## src/rtl/snes_video_patgen.sv

```systemverilog
// SNES-style 256x224 test-pattern source driving the retimer pixel input.
// Define VIDEO_PATGEN_BORDER_EN to add a white frame around the active area.
module snes_video_patgen #(
  parameter int DOT_DIV     = 4,
  parameter int H_ACTIVE    = 256,
  parameter int H_TOTAL     = 341,
  parameter int HSYNC_START = 274,
  parameter int HSYNC_LEN   = 25,
  parameter int V_ACTIVE    = 224,
  parameter int V_TOTAL     = 262
) (
  input  logic        input_clk,
  input  logic        rst_n,
  input  logic [1:0]  pattern_sel,
  input  logic [23:0] solid_rgb,
  output logic        dot_clock,
  output logic [7:0]  R_out,
  output logic [7:0]  G_out,
  output logic [7:0]  B_out,
  output logic        out_valid,
  output logic        hsync,
  output logic        vblank,
  output logic [7:0]  frame_ctr
);

  localparam int DW = $clog2(DOT_DIV);
  localparam logic [DW-1:0] DIV_LAST = DW'(DOT_DIV - 1);
  localparam logic [DW-1:0] DIV_HALF = DW'(DOT_DIV / 2);
  localparam logic [8:0] H_LAST = 9'(H_TOTAL - 1);
  localparam logic [8:0] V_LAST = 9'(V_TOTAL - 1);
  localparam logic [9:0] H_ACT  = 10'(H_ACTIVE);
  localparam logic [9:0] V_ACT  = 10'(V_ACTIVE);
  localparam logic [9:0] HS_BEG = 10'(HSYNC_START);
  localparam logic [9:0] HS_END = 10'(HSYNC_START + HSYNC_LEN);
`ifdef VIDEO_PATGEN_BORDER_EN
  localparam logic [8:0] H_EDGE = 9'(H_ACTIVE - 1);
  localparam logic [8:0] V_EDGE = 9'(V_ACTIVE - 1);
`endif

  logic [DW-1:0] div_ctr;
  logic [DW-1:0] div_nx;
  logic [8:0]    hx;
  logic [8:0]    vy;
  logic [8:0]    hx_nx;
  logic [8:0]    vy_nx;
  logic [1:0]    pat_q;
  logic [1:0]    pat_nx;
  logic [7:0]    fc_nx;
  logic [23:0]   pix;
  logic [23:0]   rgb_nx;
  logic          first_q;
  logic          adv;
  logic          h_wrap;
  logic          f_wrap;
  logic          valid_nx;
  logic          hsync_nx;
  logic          vblank_nx;

  // first_q forces the dot advance on the first edge out of reset
  always_comb begin
    adv    = first_q || (div_ctr == DIV_LAST);
    div_nx = adv ? '0 : div_ctr + DW'(1);
    h_wrap = (hx == H_LAST);
    hx_nx  = h_wrap ? '0 : hx + 9'd1;
    vy_nx  = vy;
    if (h_wrap) begin
      vy_nx = (vy == V_LAST) ? '0 : vy + 9'd1;
    end
    f_wrap    = h_wrap && (vy == V_LAST) && !first_q;
    fc_nx     = frame_ctr + {7'd0, f_wrap};
    pat_nx    = (hx_nx == '0 && vy_nx == '0) ? pattern_sel : pat_q;
    valid_nx  = ({1'b0, hx_nx} < H_ACT) && ({1'b0, vy_nx} < V_ACT);
    hsync_nx  = ({1'b0, hx_nx} >= HS_BEG) && ({1'b0, hx_nx} < HS_END);
    vblank_nx = ({1'b0, vy_nx} >= V_ACT);

    pix = '0;
    unique case (pat_nx)
      2'd0: pix = {{8{~hx_nx[7]}}, {8{~hx_nx[6]}}, {8{~hx_nx[5]}}};
      2'd1: pix = {24{hx_nx[3] ^ vy_nx[3]}};
      2'd2: pix = {hx_nx[7:0], vy_nx[7:0], fc_nx};
      2'd3: pix = solid_rgb;
    endcase
`ifdef VIDEO_PATGEN_BORDER_EN
    if (hx_nx == '0 || hx_nx == H_EDGE ||
        vy_nx == '0 || vy_nx == V_EDGE) begin
      pix = 24'hFF_FFFF;
    end
`endif
    rgb_nx = valid_nx ? pix : '0;
  end

  always_ff @(posedge input_clk or negedge rst_n) begin
    if (!rst_n) begin
      first_q   <= 1'b1;
      div_ctr   <= '0;
      hx        <= H_LAST;
      vy        <= V_LAST;
      pat_q     <= 2'd0;
      frame_ctr <= 8'd0;
      dot_clock <= 1'b0;
      R_out     <= 8'd0;
      G_out     <= 8'd0;
      B_out     <= 8'd0;
      out_valid <= 1'b0;
      hsync     <= 1'b0;
      vblank    <= 1'b1;
    end else begin
      first_q <= 1'b0;
      div_ctr <= div_nx;
      if (adv) begin
        hx        <= hx_nx;
        vy        <= vy_nx;
        pat_q     <= pat_nx;
        frame_ctr <= fc_nx;
        dot_clock <= 1'b1;
        {R_out, G_out, B_out} <= rgb_nx;
        out_valid <= valid_nx;
        hsync     <= hsync_nx;
        vblank    <= vblank_nx;
      end else if (div_nx == DIV_HALF) begin
        dot_clock <= 1'b0;
      end
    end
  end

endmodule

```

## config.mk

```make
export PLATFORM = sky130hd
export DESIGN_NAME = snes_video_patgen
export DESIGN_NICKNAME = d
export VERILOG_FILES = /design/src/rtl/snes_video_patgen.sv
export SDC_FILE = /design/constraint.sdc
export NUM_CORES = 1
export LEC_CHECK = 0
export CORE_MARGIN = 2
export CORE_UTILIZATION = 50
export CTS_CLUSTER_SIZE = 20
export DETAILED_ROUTE_END_ITERATION = 10
export DONT_BUFFER_PORTS = 1
export PLACE_DENSITY = 0.62
export REMOVE_ABC_BUFFERS = 1
export SLEW_MARGIN = 40
export SYNTH_ARGS = -nofsm -noshare
export SYNTH_HDL_FRONTEND = slang
export SYNTH_SLANG_ARGS = --single-unit
```

## constraint.sdc

```tcl
create_clock -name input_clk -period 5.7 [get_ports input_clk]
set_input_delay 1.14 -clock input_clk [delete_from_list [all_inputs] [get_ports input_clk]]
set_output_delay 1.14 -clock input_clk [all_outputs]
set_load 0.1 [all_outputs]
```

==> impl_summary.log, run 1 <==
INFO  metric drc = 0
INFO  metric synth.ff_latch_count = 59
INFO  metric async_reset_ff_share = 100%
INFO  metric finalInstanceArea = 4040 um2
INFO  metric multi_input_area = 2100 um2
INFO  metric setup_repair_after_global_routing_missed_its_margin = no
INFO  metric die_x = 90.8 um
INFO  metric synth_cell_type_count = 55
INFO  metric route.antenna.remaining_nets = 0
INFO  metric cts.clk_slew.worst_paths = 70 ps
INFO  metric tightest_slew = 887 ps
INFO  metric synth_simple_gate_area_share = 27.5%
INFO  metric gp_congestion = 0.980
INFO  metric detailedRoute.firstIterationViolations = 246
INFO  metric synth-edff-count = 0
INFO  metric source_of_the_critical_timing_path = vy[0]$_DFFE_PN1P_
INFO  metric grt_start_max_net_pins = 60
INFO  metric gr-total-overflow = 0
INFO  metric setup_viol = 0
INFO  metric antenna_found_initial = 0
INFO  metric rr_startpoint = vy[0]$_DFFE_PN1P_
INFO  metric timing_worst_setup_path_type = reg2reg
INFO  metric detailedRoute.firstPassIterationCount = 4
INFO  metric register_area_share_after_synthesis = 39.5%
INFO  metric reg_to_reg_setup_timing_slack = 1960 ps
INFO  metric htree_num_levels = 3
INFO  metric worst-path-max-fanout = 39
INFO  metric final.period_utilization = 65.5%
INFO  metric floorplan.rows = 31
INFO  metric syn-cell-area = 3760 um2
INFO  metric wl = 9190 um
INFO  metric height_of_the_chip = 90.8 um
INFO  metric timing.slew.headroom = 40.9%
INFO  metric holdCritPathClass = reg2reg
INFO  metric setup.worst_path.end_class = flop
INFO  metric synth_top_family_by_area = simple AND/OR/NAND/NOR gates
INFO  metric finalNetCount = 466
INFO  metric synth_compound_gate_area_share = 13.9%
INFO  metric setup.worst_path.end = B_out[4]$_DFFE_PN0P_
INFO  metric timing.max_cap.violations = 0
INFO  metric fp.coreArea = 7250 um2
INFO  metric fin_tns_setup = 0 ps
INFO  metric yosys.area.top_type = dfrtp_1
INFO  metric final_hold_viol_count = 0
INFO  metric ctsResizeCount = 0
INFO  metric ctsRootBufferMaster = clkbuf_8
INFO  metric max_freq = 0.268 GHz
INFO  metric placement.io_buffers = 0
INFO  metric worstHoldPathCells = 1
INFO  metric post_synthesis_average_cell_area = 8.42 um2
INFO  metric cp.required = 5890 ps
INFO  metric initial_utilization = 51.9%
INFO  metric tritoncts = built
INFO  metric clock-skew-final = 11.2 ps
INFO  metric vias_per_cell = 5.91
INFO  metric drv_slew = 0
INFO  metric power.density = 338 nW/um2
INFO  metric fillCellCount = 681
INFO  metric status = finished clean
INFO  metric cts_inserted_buffers = 9
INFO  metric wl_per_cell = 17.2 um
INFO  metric vias = 3162
INFO  metric io_pins = 64
INFO  metric irDropWorstVdd = 0.000219 V
INFO  metric place.detailed.hpwl = 6540 um
INFO  metric syn_to_final_growth = 7.28%
INFO  metric synth-xor-area-share = 5.82%
INFO  metric cts.path.max_buffers = 2
INFO  metric yosys_most_used_dff = dfrtp_1
INFO  metric synth_adder_area_share = 2.33%
INFO  metric wire_length_of_the_first_global_routing_pass = 15900 um
INFO  metric cts.sinks = 59
INFO  metric hold_buffers = 0
INFO  metric timing.final.crit_period = 3740 ps
INFO  metric grtUsageTotal = 23.8%
INFO  metric register_area = 1530 um2
INFO  metric clock_latency = 340 ps
INFO  metric post_cts.repair.setup_buffers = 0
INFO  metric synthMuxAreaShare = 5.72%
INFO  metric yosysWarningCount = 0
INFO  metric reg2reg_to = B_out[4]$_DFFE_PN0P_
INFO  metric power.leakage = 1.54 nW
INFO  metric critPathArrivalTime = 3930 ps
INFO  metric critPathLaunchType = flop
INFO  metric post_synth_main_area_contributors = dfrtp_1, nand2_1, dfstp_2
INFO  metric first_global_vias = 3119
INFO  metric design.die.area = 8240 um2
INFO  metric post_route_cells_drive_above_1_share = 18.6%
INFO  metric yosys.area.top_type_share = 33.2%
INFO  metric post_dp_cell_area = 3780 um2
INFO  metric syn-instance-count = 447
INFO  metric insertedDiodeCount = 0
INFO  metric worst_r2r_path_depth = 9
power by group:
part / switching, mW / internal [mW]
Clock: 0.172 / 0.270
Combinational: 0.143 / 0.0945
Sequential: 0.206 / 0.479
Total: 0.521 / 0.843
layer usage:
metal / vias up / global-route usage [%] / routed length, um
met3: 14 / 5.01 / 546
met1: 1535 / 34.9 / 4400
li1: 1528 / - / -
met5: - / 0 / 0
met4: 0 / 8.08 / 153
met2: 85 / 34.9 / 4080
layout make-up:
| class | instances | area share, % |
|---|---|---|
| inverter | 10 | 0.930 |
| clock inverter | 4 | 1.80 |
| tap | 99 | 3.07 |
| clock buffer | 12 | 3.84 |
| timing repair buffer | 2 | 0.372 |
| sequential | 59 | 37.9 |
| multi-input combinational | 349 | 52.1 |
synth_stat cells (all sizes together) (11+ instances only):
library cell / instances
clkbuf: 18
xnor2: 21
buf: 11
nor2: 33
mux2i: 17
nor3: 30
nand2: 93
o21ai: 34
dfrtp: 50
a21oi: 17
and3: 12
logic make-up (layout without fill, tap and decap cells):
kind of cell    Yosys count  in the layout
other cells               1              1
flops                    59             59
mux                      21             21
fa+ha+maj                 7              7
compound gates           80             80
xor+xnor                 25             25
simple gates            215            215
buf+inv                  39             28
worst max-delay path: stages (launching register included):
cell and delay (ps):
dfstp_2 590, ha_1 150, nor4b_1 460, nand2_1 310, a21o_1 260, a211oi_1 440, and4_4 660, o21ai_4 290
nor3_1 250, o221ai_1 160
worst min path at each step:
stage                              start                   end  slack [ps]
detailed placement  div_ctr[0]$_DFF_PN0_  div_ctr[0]$_DFF_PN0_         460
finish              div_ctr[0]$_DFF_PN0_  div_ctr[0]$_DFF_PN0_         470
CTS                 div_ctr[0]$_DFF_PN0_  div_ctr[0]$_DFF_PN0_         470
floorplan           div_ctr[0]$_DFF_PN0_  div_ctr[0]$_DFF_PN0_         430
global placement    div_ctr[0]$_DFF_PN0_  div_ctr[0]$_DFF_PN0_         450
global route                       rst_n  G_out[7]$_DFFE_PN0P_         470
registers in the layout, summed over array words and instances (netlist names):
register	flops
R_out	8
hsync	1
dot_clock	1
vy	9
frame_ctr	8
pat_q	2
G_out	8
div_ctr	2
B_out	8
hx	9
vblank	1
first_q	1
out_valid	1
layout by cell type, fill, tap and decap left out, types with 7 or more instances in the layout:
| cell | count |
|---|---|
| nand2_1 | 93 |
| dfrtp_2 | 34 |
| nor2_1 | 31 |
| nor3_1 | 29 |
| xnor2_1 | 21 |
| o21ai_0 | 17 |
| mux2i_1 | 17 |
| dfrtp_1 | 16 |
| o21ai_1 | 16 |
| a21oi_1 | 15 |
| and3_1 | 12 |
| clkbuf_8 | 11 |
| inv_1 | 10 |
| nand3_1 | 10 |
| o221ai_1 | 9 |
| dfstp_2 | 9 |
| and2_1 | 8 |
| nand4_1 | 7 |
| ha_1 | 7 |
per-stage QoR:
| stage | setup WS [ps] | hold slack (ps) | util (%) | cells | total power [mW] |
|---|---|---|---|---|---|
| final | 1960 | 469 | 55.7 | 535 | 1.36 |
| after global routing | 1520 | 470 | 55.7 | 535 | 1.43 |
| after CTS | 1950 | 470 | 55.3 | 535 | 1.37 |
| after detailed placement | 1940 | 461 | 52.1 | 519 | 0.925 |
| after global placement | 1890 | 447 | 51.7 | 519 | 0.919 |
| after floorplan | 2470 | 433 | - | 418 | 0.854 |
Note: power is estimated with default switching activity, not from simulation.
==> inputs of run 2 (changes only) <==
- clock period: 5.7 -> 3.5 ns (I/O delays scaled with it)
==> impl_summary.log, run 2 (same netlist as run 1, synthesis figures left out) <==
INFO  metric status = finished clean
INFO  metric io_pins = 64
INFO  metric antenna_found_initial = 0
INFO  metric reg_top3 = hx: 9 flops, vy: 9 flops
INFO  metric reg2reg_to = pat_q[0]$_DFFE_PN0P_
INFO  metric placement.io_buffers = 0
INFO  metric wl = 9710 um
INFO  metric routed-wl-met3 = 723 um
INFO  metric timing.max_cap.violations = 0
INFO  metric cts.sinks = 59
INFO  metric worst-path-max-fanout = 31
INFO  metric reg_to_reg_setup_timing_slack = 230 ps
INFO  metric floorplan.rows = 31
INFO  metric tritoncts = built
INFO  metric htree_num_levels = 3
INFO  metric finalNonFillerCells = 548
INFO  metric vias_per_cell = 5.84
INFO  metric grt_start_max_net_pins = 60
INFO  metric irDropWorstVdd = 0.000230 V
INFO  metric slowest_stage = dfrtp_1
INFO  metric cp.required = 3740 ps
INFO  metric post_route_met1_wirelength = 4560 um
INFO  metric worst-path-buf-inv = 1
INFO  metric cts.clk_slew.worst_paths = 70 ps
INFO  metric wire_length_of_the_first_global_routing_pass = 16200 um
INFO  metric grtUsageTotal = 24.6%
INFO  metric max_freq = 0.306 GHz
INFO  metric vias = 3203
INFO  metric worst_r2r_path_depth = 9
INFO  metric first_global_vias = 3032
INFO  metric crit_path_cell_trace = ha_1, nand3_1, nor3_1, mux2_2, a211oi_1, and4_4, buf_12, and2_1, mux2_2
INFO  metric clock_latency = 350 ps
INFO  metric final_hold_viol_count = 0
INFO  metric tightest_slew = 885 ps
INFO  metric timing_worst_setup_path_type = reg2reg
INFO  metric detailedRoute.firstIterationViolations = 208
INFO  metric critPathLaunchType = flop
INFO  metric detailedRoute.firstPassIterationCount = 5
INFO  metric design.die.area = 8240 um2
INFO  metric hold_buffers = 0
INFO  metric setup.worst_path.end_class = flop
INFO  metric drc = 0
INFO  metric setup_viol = 0
INFO  metric critPathArrivalTime = 3500 ps
INFO  metric critPathMaxStageDelay = 460 ps
INFO  metric fp.coreArea = 7250 um2
INFO  metric timing.final.crit_period = 3270 ps
INFO  metric holdCritPathClass = in2async
INFO  metric critical-path-top-delay-family = simple AND/OR/NAND/NOR gates
INFO  metric post_route_cells_drive_above_1_share = 20.0%
INFO  metric met2_length = 4300 um
INFO  metric clock-skew-final = 6.77 ps
INFO  metric syn_to_final_growth = 9.31%
INFO  metric final.period_utilization = 93.3%
INFO  metric ctsResizeCount = 0
INFO  metric power.density = 526 nW/um2
INFO  metric top_signal_layer_used = met4
INFO  metric drv_slew = 0
INFO  metric dp_slack = 285 ps
INFO  metric die_x = 90.8 um
INFO  metric gr-total-overflow = 0
INFO  metric finalNetCount = 479
INFO  metric critical_path.most_common_cell = mux2_2
INFO  metric route.antenna.remaining_nets = 0
INFO  metric timing.slew.headroom = 41.0%
INFO  metric place.detailed.hpwl = 6830 um
INFO  metric numPlacedInstances = 532
INFO  metric post_cts.repair.setup_buffers = 0
INFO  metric cts.path.max_buffers = 2
INFO  metric power.leakage = 1.61 nW
INFO  metric height_of_the_chip = 90.8 um
INFO  metric rr_startpoint = hx[0]$_DFFE_PN0P_
INFO  metric gp_congestion = 0.913
INFO  metric ctsRootBufferMaster = clkbuf_8
INFO  metric fin_ws = 235 ps
INFO  metric wl_per_cell = 17.7 um
INFO  metric setup_repair_after_global_routing_missed_its_margin = no
INFO  metric layout_commonest_cell = nand2_1
INFO  metric cts_inserted_buffers = 9
INFO  metric insertedDiodeCount = 0
INFO  metric fillCellCount = 664
INFO  metric finalPower = 2.16 mW
INFO  metric fin_tns_setup = 0 ps
INFO  metric mostFrequentLayoutCells = nand2_1, nor2_1, dfrtp_2, nor3_1
INFO  metric initial_utilization = 51.9%
[run 2: changes by cell type in the layout (fill, tap and decap cells not counted), moves of 2 or more]
cell / previous run / this run
clkinv_2: 1 / 3
buf_4: 2 / 14
dfrtp_2: 34 / 29
dfrtp_1: 16 / 21
[run 2: worst max-delay path by stage]
stage,from,endpoint,slack [ps],depth (start not counted)
after global routing,hx[0]$_DFFE_PN0P_,B_out[4]$_DFFE_PN0P_,60,10
final,hx[0]$_DFFE_PN0P_,pat_q[0]$_DFFE_PN0P_,230,9
after CTS,hx[0]$_DFFE_PN0P_,pat_q[0]$_DFFE_PN0P_,280,9
after detailed placement,hx[2]$_DFFE_PN1P_,B_out[4]$_DFFE_PN0P_,290,9
after floorplan,hx[2]$_DFFE_PN1P_,B_out[0]$_DFFE_PN0P_,270,8
after global placement,hx[2]$_DFFE_PN1P_,B_out[1]$_DFFE_PN0P_,120,8
[run 2: metrics by stage]
step / utilization [%] / area [um2] / hold slack, ps
after floorplan: - / 3610 / 404
final: 56.7 / 4110 / 36.3
after detailed placement: 53.7 / 3890 / 406
after global placement: 53.2 / 3860 / 406
after CTS: 56.4 / 4090 / 35.8
after global routing: 56.7 / 4110 / 25.6
[run 2: layer usage]
layer / track usage [%] / vias up
li1: - / 1549
met1: 36.5 / 1524
met2: 36.5 / 118
met3: 4.67 / 12
met4: 6.92 / 0
met5: 0 / -
[run 2: area by class of cell]
class,count,area [um2],share of cell area [%]
clock buffer,11,141,3.44
clock inverter,5,52.6,1.28
inverter,10,37.5,0.912
multi-input combinational,349,2110,51.3
sequential,59,1520,37.0
tap,99,124,3.01
timing repair buffer,15,125,3.04
[run 2: where the power goes]
group	leakage, nW	internal, mW	total, mW	switching (mW)
sequential	0.723	0.780	1.12	0.338
combinational	0.789	0.165	0.408	0.243
clock	0.0991	0.345	0.638	0.293
total	1.61	1.29	2.16	0.874
